## config.mk

```make
export PLATFORM = sky130hd
export DESIGN_NAME = serializer_tx_ctrl
export DESIGN_NICKNAME = d
export VERILOG_FILES = /design/src/rtl/serializer_pkg.sv /design/src/rtl/serializer_tx_ctrl_rr_arbiter.sv /design/src/rtl/serializer_tx_ctrl.sv
export SDC_FILE = /design/constraint.sdc
export NUM_CORES = 1
export LEC_CHECK = 0
export ABC_CLOCK_PERIOD_IN_PS = 2700
export CORE_ASPECT_RATIO = 1.75
export CORE_UTILIZATION = 50
export CTS_CLUSTER_DIAMETER = 80
export DETAILED_ROUTE_END_ITERATION = 10
export PLACE_DENSITY = 0.85
export SYNTH_ARGS = -nofsm -noshare
export SYNTH_HDL_FRONTEND = slang
export SYNTH_SLANG_ARGS = --single-unit
```

## constraint.sdc

```tcl
create_clock -name clk -period 2.7 [get_ports clk]
set_input_delay 0.54 -clock clk [delete_from_list [all_inputs] [get_ports clk]]
set_output_delay 0.54 -clock clk [all_outputs]
set_load 0.01 [all_outputs]
```

## src/rtl/serializer_pkg.sv

```systemverilog
// ============================================================================
//  Module      : serializer_pkg
//  Description : Shared state encoding, line levels and width helpers for the
//                serializer TX controller and its round-robin arbiter.
//  Revision    : 1.0 - initial release
// ============================================================================
`default_nettype none

package serializer_pkg;

  // Frame sequencing states; PARITY is only reachable in parity builds.
  typedef enum logic [2:0] {
    IDLE   = 3'd0,
    START  = 3'd1,
    DATA   = 3'd2,
    STOP   = 3'd3,
    PARITY = 3'd4
  } state_t;

  // Line level while no frame is in progress (and during stop bits).
  localparam logic LINE_IDLE = 1'b1;

  // Width of a requester index; at least one bit even for a single requester.
  function automatic int id_width(input int n);
    return (n > 1) ? $clog2(n) : 1;
  endfunction

  // Width of the per-bit clock counter.
  function automatic int clk_cnt_width(input int clks_per_bit);
    return (clks_per_bit > 1) ? $clog2(clks_per_bit) : 1;
  endfunction

  // Width of the bit counter; must hold DATA_WIDTH itself.
  function automatic int bit_cnt_width(input int data_width);
    return $clog2(data_width + 1);
  endfunction

endpackage

`default_nettype wire

```

## src/rtl/serializer_tx_ctrl_rr_arbiter.sv

```systemverilog
// ============================================================================
//  Module      : rr_arbiter
//  Description : Combinational round-robin arbiter. Searches upward from
//                ptr+1 (modulo NUM_REQ) for the first asserted request.
//  Revision    : 1.0 - initial release
// ============================================================================
`default_nettype none

module rr_arbiter
  import serializer_pkg::*;
#(
  parameter  int NUM_REQ = 2,
  localparam int IW      = id_width(NUM_REQ)
) (
  input  logic [NUM_REQ-1:0] req,
  input  logic [IW-1:0]      ptr,
  input  logic               en,
  output logic [NUM_REQ-1:0] grant,
  output logic [IW-1:0]      grant_idx,
  output logic               any_valid
);

  logic          found;
  logic [IW-1:0] cand;
  int            cand_i;

  assign any_valid = |req;

  // Rotating priority search; the last-served index has lowest priority.
  always_comb begin
    grant     = '0;
    grant_idx = '0;
    found     = 1'b0;
    cand      = '0;
    cand_i    = 0;
    for (int k = 1; k <= NUM_REQ; k++) begin
      cand_i = (int'(ptr) + k) % NUM_REQ;
      cand   = IW'(cand_i);
      if (en && !found && req[cand]) begin
        found       = 1'b1;
        grant[cand] = 1'b1;
        grant_idx   = cand;
      end
    end
  end

endmodule

`default_nettype wire

```

## src/rtl/serializer_tx_ctrl.sv

```systemverilog
// ============================================================================
//  Module      : serializer_tx_ctrl
//  Description : Arbitrates NUM_REQ word requesters, loads the granted word
//                into the PISO serializer, steps it one bit per CLKS_PER_BIT
//                clocks and frames the stream with start/stop bits.
//                Optional macro SERIALIZER_TX_PARITY_EN inserts an even-parity
//                bit between the data bits and the stop bit(s).
//  Revision    : 1.0 - initial release
// ============================================================================
`default_nettype none

module serializer_tx_ctrl
  import serializer_pkg::*;
#(
  parameter int DATA_WIDTH   = 8,
  parameter int NUM_REQ      = 2,
  parameter int CLKS_PER_BIT = 4,
  parameter int STOP_BITS    = 1
) (
  input  logic                          clk,
  input  logic                          rst,
  input  logic [NUM_REQ-1:0]            req_valid,
  input  logic [NUM_REQ*DATA_WIDTH-1:0] req_data,
  output logic [NUM_REQ-1:0]            req_ready,
  output logic                          ser_load,
  output logic [DATA_WIDTH-1:0]         ser_data,
  output logic                          ser_shift,
  input  logic                          ser_srl,
  output logic                          tx_line,
  output logic                          tx_active,
  output logic [id_width(NUM_REQ)-1:0]  grant_id
);

  localparam int IW = id_width(NUM_REQ);
  localparam int CW = clk_cnt_width(CLKS_PER_BIT);
  localparam int BW = bit_cnt_width(DATA_WIDTH);

  localparam logic [CW-1:0] CLK_LAST   = CW'(CLKS_PER_BIT - 1);
  localparam logic [CW-1:0] CLK_SHIFT  = CW'(CLKS_PER_BIT - 2);
  localparam logic [BW-1:0] BIT_LAST   = BW'(DATA_WIDTH - 1);
  localparam logic [BW-1:0] STOP_LAST  = BW'(STOP_BITS - 1);
  localparam logic [IW-1:0] PTR_RESET  = IW'(NUM_REQ - 1);

  state_t                state, state_n;
  logic [CW-1:0]         clk_cnt, clk_cnt_n;
  logic [BW-1:0]         bit_cnt, bit_cnt_n;
  logic [IW-1:0]         ptr, ptr_n;
  logic [NUM_REQ-1:0]    ready_n;
  logic                  load_n, shift_n, active_n;
  logic [DATA_WIDTH-1:0] data_n;
  logic [IW-1:0]         gid_n;

  logic [NUM_REQ-1:0]    arb_grant;
  logic [IW-1:0]         arb_idx;
  logic                  arb_any;
  logic                  period_end;

  rr_arbiter #(
    .NUM_REQ (NUM_REQ)
  ) u_arb (
    .req       (req_valid),
    .ptr       (ptr),
    .en        (state == IDLE),
    .grant     (arb_grant),
    .grant_idx (arb_idx),
    .any_valid (arb_any)
  );

  assign period_end = (clk_cnt == CLK_LAST);

  // Registers: FSM state, counters, RR pointer and all registered outputs.
  always_ff @(posedge clk) begin
    if (rst) begin
      state     <= IDLE;
      clk_cnt   <= '0;
      bit_cnt   <= '0;
      ptr       <= PTR_RESET;
      req_ready <= '0;
      ser_load  <= 1'b0;
      ser_data  <= '0;
      ser_shift <= 1'b0;
      tx_active <= 1'b0;
      grant_id  <= '0;
    end else begin
      state     <= state_n;
      clk_cnt   <= clk_cnt_n;
      bit_cnt   <= bit_cnt_n;
      ptr       <= ptr_n;
      req_ready <= ready_n;
      ser_load  <= load_n;
      ser_data  <= data_n;
      ser_shift <= shift_n;
      tx_active <= active_n;
      grant_id  <= gid_n;
    end
  end

  // Next-state, counter and output-strobe decode.
  always_comb begin
    state_n   = state;
    clk_cnt_n = period_end ? '0 : clk_cnt + 1'b1;
    bit_cnt_n = bit_cnt;
    ptr_n     = ptr;
    ready_n   = '0;
    load_n    = 1'b0;
    shift_n   = 1'b0;
    data_n    = ser_data;
    active_n  = tx_active;
    gid_n     = grant_id;
    case (state)
      IDLE: begin
        clk_cnt_n = '0;
        if (arb_any) begin
          ready_n  = arb_grant;
          load_n   = 1'b1;
          data_n   = req_data[arb_idx*DATA_WIDTH +: DATA_WIDTH];
          gid_n    = arb_idx;
          ptr_n    = arb_idx;
          active_n = 1'b1;
          state_n  = START;
        end
      end
      START: begin
        if (period_end) begin
          state_n   = DATA;
          bit_cnt_n = '0;
        end
      end
      DATA: begin
        // Registered strobe: set one cycle early so it lands on the period's last cycle.
        shift_n = (clk_cnt == CLK_SHIFT);
        if (period_end) begin
          bit_cnt_n = bit_cnt + 1'b1;
          if (bit_cnt == BIT_LAST) begin
            bit_cnt_n = '0;
`ifdef SERIALIZER_TX_PARITY_EN
            state_n   = PARITY;
`else
            state_n   = STOP;
`endif
          end
        end
      end
      PARITY: begin
        if (period_end) begin
          state_n   = STOP;
          bit_cnt_n = '0;
        end
      end
      STOP: begin
        // bit_cnt counts stop-bit periods here.
        if (period_end) begin
          if (bit_cnt == STOP_LAST) begin
            state_n   = IDLE;
            active_n  = 1'b0;
            bit_cnt_n = '0;
          end else begin
            bit_cnt_n = bit_cnt + 1'b1;
          end
        end
      end
      default: begin
        state_n = IDLE;
      end
    endcase
  end

  // Line mux: only the data phase passes the serializer output through.
  always_comb begin
    tx_line = LINE_IDLE;
    case (state)
      START:   tx_line = 1'b0;
      DATA:    tx_line = ser_srl;
`ifdef SERIALIZER_TX_PARITY_EN
      PARITY:  tx_line = ^ser_data;
`endif
      default: tx_line = LINE_IDLE;
    endcase
  end

endmodule

`default_nettype wire

```

==> key figures, run 1 <==
Outcome
  • Status: completed

Place
  • # port buffers: 35
  • Post-DP Area: between 0.0015 and 0.002 mm²
  • Routability cong.: 0.7468
  • Placed wire-length estimate: around 1900 µm
  • Dpl cells: between 150 and 200
  • Placement Setup Slack: roughly 0.46 ns

Floorplan
  • FP Rows: 23
  • Chip width: slightly below 40 µm
  • Die H: roughly 67 µm
  • Starting Density: a little over half
  • Core Area: roughly 0.0023 mm²
  • Ports: 36
  • Die Footprint: between 0.002 and 0.003 mm²

CTS
  • Root buffer cell: clkbuf_8
  • Worst-path clk slew: approximately 0.080 ns
  • Clk Latency, worst-skew pair: about 0.26 ns
  • Postcts setup bufs: 0
  • CTS buffer count: 3
  • Hold_buf cts: 0
  • Clock Path Buffers: 2
  • Sink Count: 23
  • Post_cts resized: 0
  • H-tree level count: 1
  • Clock tree from TritonCTS: built

Critical path
  • Critical path's slowest cell: clkdlybuf4s50_1
  • R2R cell count: 6
  • Slowest stage delay, CP: about 0.52 ns
  • Critical path required time: between 2 and 2.5 ns
  • Nature of the critical path startpoint: flip-flop
  • Critical Path Start: state[1]
  • Crit. End Element: output pin
  • Kind of critical path: flip-flop to output pin
  • CP arrival: 1.89 ns
  • CP Max Fanout: 6
  • Critical path, cell by cell: inv_1 -> ha_1 -> nor2_1 -> a21o_1 -> clkdlybuf4s50_1
  • R2R Path Start: state[0]

Layout
  • Most common cell after layout, fill and taps aside: clkdlybuf4s50_1
  • Finished Layout Cells: 190
  • Layout Nets: slightly below 200
  • Syn-to-layout area delta: 32.00%
  • Ant diodes: 0
  • Final instance area: around 0.0016 mm²
  • Sequential cell area: around 460 µm²
  • Layout cells sized above 1: between 4 and 5%
  • Multi-input logic area: 681.9 µm²
  • Fillers: 194
  • Most frequent cells in the layout: 35 x clkdlybuf4s50_1, 23 x dfxtp_1, 14 x nor2_1, 11 x ha_1

Global route
  • Tot GR Track Use: 22.09%
  • Total grt overflow: 0
  • Largest net degree at the start of global routing: 26
  • Initial antenna violation count: 0
  • Number of global-route vias before repair: 1026
  • First-pass GRT wire length: 4202 µm

Drt
  • Drt total wl: ~2500 µm
  • DRT Pass-1 Iters: 4
  • Number of DRC markers in iteration 0: 18
  • DR vias: between 1000 and 1500
  • WL/cell: approximately 13 µm
  • Final ANT Viol Nets: 0
  • Via/cell ratio: about 5.5
  • DRC: 0

STA
  • Relative max-transition margin: approximately 60%
  • Final setup fails: 0
  • Slew Viols, Final: 0
  • Final worst slack: ~0.27 ns
  • Setup tns final: 0 ns
  • Tightest Pin Transition: ~0.6 ns
  • Final clock skew: roughly 0.0020 ns
  • Final hold vios: 0
  • Period minus WS final: 2.432 ns
  • Final period util: 90.07%
  • Max Freq: roughly 410 MHz
  • RSZ-0062 raised after global routing: false

Worst hold path
  • Min-delay src: grant_id
  • Hold depth: 2
  • Hold WC Path Type: flip-flop to flip-flop

Synthesis
  • Synthesized area per cell: slightly above 9 µm²
  • Synthesized area: about 0.0012 mm²
  • Post-synthesis compound-gate area fraction: between 10% and 20%
  • Simple-gate share of the synthesized area: between 10% and 20%
  • Number of different library cells in the post-synthesis netlist: 32
  • Gate Count Post-Synth: around 130
  • Post-synthesis sequential area ratio: a little under two fifths
  • Largest family of logic cells by synthesized area: simple AND/OR/NAND/NOR gates
  • Mux contribution to synthesized area: under 10%
  • Syn_nets: about 160
  • Number of synthesis warnings: 0
  • Synth Register Bits: 23
  • Synthesized-area fraction occupied by adder cells: between 10 and 15%
  • Top cells by area, synth: dfxtp_1 38%, ha_1 11%, mux2i_1 8.2%, a211oi_1 6.2%, nor2_1 4.3%
  • Top cell type's share of synthesized area: 37.74%
  • Post-Synth XOR/XNOR Area: 0%
  • Largest area contributor in the synthesized netlist: dfxtp_1

Power
  • Leakage: slightly above 0.6 nW
  • Peak VDD IR: 0.0006456 V
  • Total power draw: about 1.5 mW
  • Power density cells: ~950 mW/mm²

Run
  • Max-Cap Viols: 0
## synth_stat cells (all sizes together)
library cell	number
dfxtp	23
ha	11
or3b	1
nor3b	2
nand3b	2
o2111ai	1
a211oi	10
a21o	1
inv	7
o21ai	6
a22oi	1
o211a	1
mux2i	10
nor2	14
a21oi	10
nor3	2
nand2b	4
nand2	8
and2b	1
nor2b	1
clkbuf	3
or3	1
nor4	2
a31oi	1
a2111o	1
o21bai	1
nand4bb	2
buf	5
## area by class of cell
| type | instances | share of cell area (%) |
|---|---|---|
| clock buffer | 4 | 2.797 |
| inverter | 7 | 1.632 |
| multi-input combinational | 94 | 42.35 |
| sequential | 23 | 28.59 |
| tap | 25 | 1.943 |
| timing repair buffer | 37 | 22.69 |
## state kept, by name, indices dropped and copies added (netlist names)
signal,flops
bit_cnt,4
clk_cnt,2
grant_id,1
ptr,1
req_ready,2
ser_data,8
ser_load,1
ser_shift,1
state,2
tx_active,1
## metrics by stage
step / hold WS [ns] / util (%)
after CTS: 0.4576 / 69.95
after floorplan: 0.4307 / -
after global routing: 0.4860 / 69.95
after global placement: 0.4392 / 67.99
after detailed placement: 0.4466 / 67.99
final: 0.4545 / 69.95
## kinds of logic after synthesis
group / after synthesis
adder cells (fa/ha/maj): 11
flip-flops: 23
AND/OR/NAND/NOR: 40
multiplexers: 10
AO/OA/AOI/OAI: 33
buffers and inverters: 15
## per-layer routing
metal	track usage (%)	part of all wire [%]	vias to the layer above
li1	-	-	535
met1	23.81	41	476
met2	39.79	52	30
met3	5.263	4.6	5
met4	7.759	1.8	0
met5	0	0	-
## final timing paths
| path | slack [ns] | endpoint |
|---|---|---|
| worst max-delay path | 0.27 | tx_line |
| worst max register to register | 0.76 | ser_data[4] |
| worst min register to register | 0.45 | grant_id |
| worst min-delay path | 0.45 | grant_id |
## critical path: cells and delay by family, from the launching register on
kind,cells,cell delay (ns)
buffers and inverters,2,0.64
flip-flops,1,0.44
adder cells (fa/ha/maj),1,0.28
AND/OR/NAND/NOR,1,0.17
AO/OA/AOI/OAI,1,0.10
## report_power, final
group | switching [mW] | internal (mW)
Sequential | 0.0740 | 0.442
Combinational | 0.396 | 0.405
Clock | 0.109 | 0.105
Total | 0.579 | 0.952
Note: power is estimated with default switching activity, not from simulation.
==> run 2: changes to the inputs <==
--- a/config.mk
+++ b/config.mk
@@ -5,9 +5,10 @@
 export SDC_FILE = /design/constraint.sdc
 export NUM_CORES = 1
 export LEC_CHECK = 0
+export ABC_AREA = 1
 export ABC_CLOCK_PERIOD_IN_PS = 2700
 export CORE_ASPECT_RATIO = 1.75
-export CORE_UTILIZATION = 50
+export CORE_UTILIZATION = 51
 export CTS_CLUSTER_DIAMETER = 80
 export DETAILED_ROUTE_END_ITERATION = 10
 export PLACE_DENSITY = 0.85
==> key figures, run 2 <==
Synthesis
  • Synth Register Bits: 23
  • Post-synthesis sequential area ratio: 35.87%
  • Syn_nets: 198
  • Most common cell in the netlist: nand2_1
  • Ys async rst share: 0%
  • Largest area contributor in the synthesized netlist: dfxtp_1
  • Synthesized area per cell: between 7 and 8 µm²
  • Number of synthesis warnings: 0
  • Post-synth EDFFs: 0
  • Synthesized area: between 0.001 and 0.0015 mm²
  • Gate Count Post-Synth: about 170
  • Post-synth top flop: dfxtp_1
  • Synth cell count leaders: 32 x nand2_1, 23 x dfxtp_1, 21 x inv_1
  • Number of different library cells in the post-synthesis netlist: 27
  • Top cells by area, synth: dfxtp_1 36%, ha_1 11%, nand2_1 9.4%, inv_1 6.1%, nand3_1 5.8%
  • Top cell type's share of synthesized area: a little over a third

Worst hold path
  • Min-delay src: clk_cnt[0]
  • Hold WC Path Type: flip-flop to flip-flop

STA
  • Final setup fails: 0
  • Final clock skew: 0.002733 ns
  • Period minus WS final: between 2 and 2.5 ns
  • Relative max-transition margin: slightly below 70%
  • RSZ-0062 raised after global routing: false
  • Final hold vios: 0
  • Max Freq: 430.6 MHz
  • Slew Viols, Final: 0
  • Tightest Pin Transition: 0.4681 ns
  • Setup tns final: 0 ns
  • Final period util: between 80% and 90%

Power
  • Clock share of power: around 14%
  • Sequential power share: roughly 33%
  • Sw Pwr: ~0.63 mW
  • Logic gate share of total power: a little over half
  • Internal: 0.8840 mW
  • Leakage: between 0.7 and 0.8 nW
  • Power density cells: between 800 and 900 mW/mm²
  • Peak VDD IR: about 0.00073 V
  • Total power draw: between 1.5 and 2 mW
  • Net Sw Frac: a little over two fifths

Layout
  • Ant diodes: 0
  • Number of flip-flops in the largest register: 8
  • Most common cell after layout, fill and taps aside: clkdlybuf4s50_1
  • Most flops, register: ser_data
  • Layout Nets: about 240
  • Most frequent cells in the layout: 35 x clkdlybuf4s50_1, 32 x nand2_1, 23 x dfxtp_1, 21 x inv_1, 17 x nor2_1
  • Largest regs: ser_data x8, bit_cnt x4
  • Layout cells sized above 1: roughly 9.9%
  • Syn-to-layout area delta: 31.77%

CTS
  • CTS buffer count: 3
  • Post_cts resized: 0
  • Worst-path clk slew: around 0.08 ns
  • Sink Count: 23
  • Hold_buf cts: 0
  • Root buffer cell: clkbuf_8
  • H-tree level count: 1
  • Clock Path Buffers: 2
  • Clk Latency, worst-skew pair: 0.27 ns
  • Clock tree from TritonCTS: built
  • Postcts setup bufs: 0

Global route
  • Number of global-route vias before repair: between 1000 and 1500
  • Initial antenna violation count: 0
  • Largest net degree at the start of global routing: 19
  • Tot GR Track Use: around 26%
  • GR met2 Demand/Resource: between 50 and 60%
  • Total grt overflow: 0
  • GR Layer Usage met3: roughly 3.6%
  • Met1 usage: about 22%
  • Global route hottest layer: met2
  • First-pass GRT wire length: roughly 4900 µm

Floorplan
  • Die H: ~68 µm
  • Ports: 36
  • Core Area: 0.002331 mm²
  • Starting Density: between 50 and 60%
  • Chip width: 39.93 µm
  • Die Footprint: between 0.002 and 0.003 mm²
  • FP Rows: 23

Drt
  • WL/cell: ~14 µm
  • Final ANT Viol Nets: 0
  • Via/cell ratio: roughly 5.3
  • DR vias: approximately 1200
  • Number of DRC markers in iteration 0: 35
  • DRT Pass-1 Iters: 4
  • DRC: 0
  • Drt total wl: 3091 µm

Critical path
  • Critical path required time: around 2.2 ns
  • Critical path, cell by cell: inv_1 -> ha_1 -> o21ai_0 -> clkdlybuf4s50_1
  • CP arrival: between 1.5 and 2 ns
  • Slowest stage delay, CP: 0.56 ns
  • R2R Path Start: state[0]
  • CP Max Fanout: 5
  • Crit. End Element: output pin
  • Nature of the critical path startpoint: flip-flop
  • Kind of critical path: flip-flop to output pin
  • Critical path's slowest cell: clkdlybuf4s50_1
  • Critical Path Start: state[0]

Run
  • Max-Cap Viols: 0

Outcome
  • Status: completed

Place
  • Routability cong.: 0.8146
  • # port buffers: 35
  • Placed wire-length estimate: roughly 2400 µm
## run 2: cell types whose count changed after synthesis, moves of 4 or more
cell / previous run / this run
a211oi_1: 10 / 1
a21oi_1: 9 / 3
a31oi_1: 1 / 7
inv_1: 7 / 21
mux2i_1: 10 / 0
nand2_1: 8 / 32
nand2b_1: 4 / 0
nand3_1: 0 / 15
o21ai_0: 6 / 11
## run 2: power by group through the flow
stage	clock network [mW]	registers (mW)	logic, mW
6_report	0.211	0.505	0.801
5_1_grt	0.227	0.515	0.904
4_1_cts	0.215	0.506	0.805
3_5_place_dp	0	0.514	0.800
3_3_place_gp	0	0.506	0.757
2_1_floorplan	0	0.531	0.510
## run 2: metrics by stage
stage | cells | worst slack [ns] | hold WS (ns) | cell area (µm²) | utilization, %
global route | 228 | 0.2449 | 0.4768 | 1692 | 72.57
finish | 228 | 0.3775 | 0.4530 | 1692 | 72.57
global placement | 224 | 0.5050 | 0.4292 | 1645 | 70.59
CTS | 228 | 0.3681 | 0.4573 | 1692 | 72.57
floorplan | 166 | 1.169 | 0.4173 | 1284 | -
detailed placement | 224 | 0.4877 | 0.4453 | 1645 | 70.59
## run 2: cell families (layout without fill, tap and decap cells)
family,count (synthesis),count (layout),share of synthesized area (%)
AOI/OAI and AO/OA,31,31,14.72
adders and majority gates,11,11,10.72
buffers and inverters,24,61,7.992
DFF,23,23,35.87
and+or+nand+nor,77,77,30.70
## run 2: final cells by class
| type | instances | area [µm²] |
|---|---|---|
| inverter | 22 | 82.58 |
| fill | 180 | 639.4 |
| timing repair buffer | 35 | 350.3 |
| clock inverter | 1 | 5.005 |
| clock buffer | 3 | 41.29 |
| tap | 25 | 31.28 |
| sequential | 23 | 460.4 |
| multi-input combinational | 119 | 720.7 |
## run 2: final timing paths
check | to | slack [ns] | cells past startpoint
worst max-delay path | tx_line | 0.38 | 4
worst min-delay path | clk_cnt[0] | 0.45 | 1
worst max register to register | state[0] | 1.03 | 8
worst min register to register | clk_cnt[0] | 0.45 | 1
## run 2: layer usage
| metal | vias up | wire [µm] |
|---|---|---|
| li1 | 617 | - |
| met1 | 538 | 1101 |
| met2 | 49 | 1743 |
| met3 | 7 | 171 |
| met4 | 0 | 74 |
| met5 | - | 0 |
## run 2: worst max-delay path: cells and delay by family (launching register included)
family	cells	cell delay, ns
buf+inv	2	0.68
compound gates	1	0.17
flops	1	0.40
fa+ha+maj	1	0.26
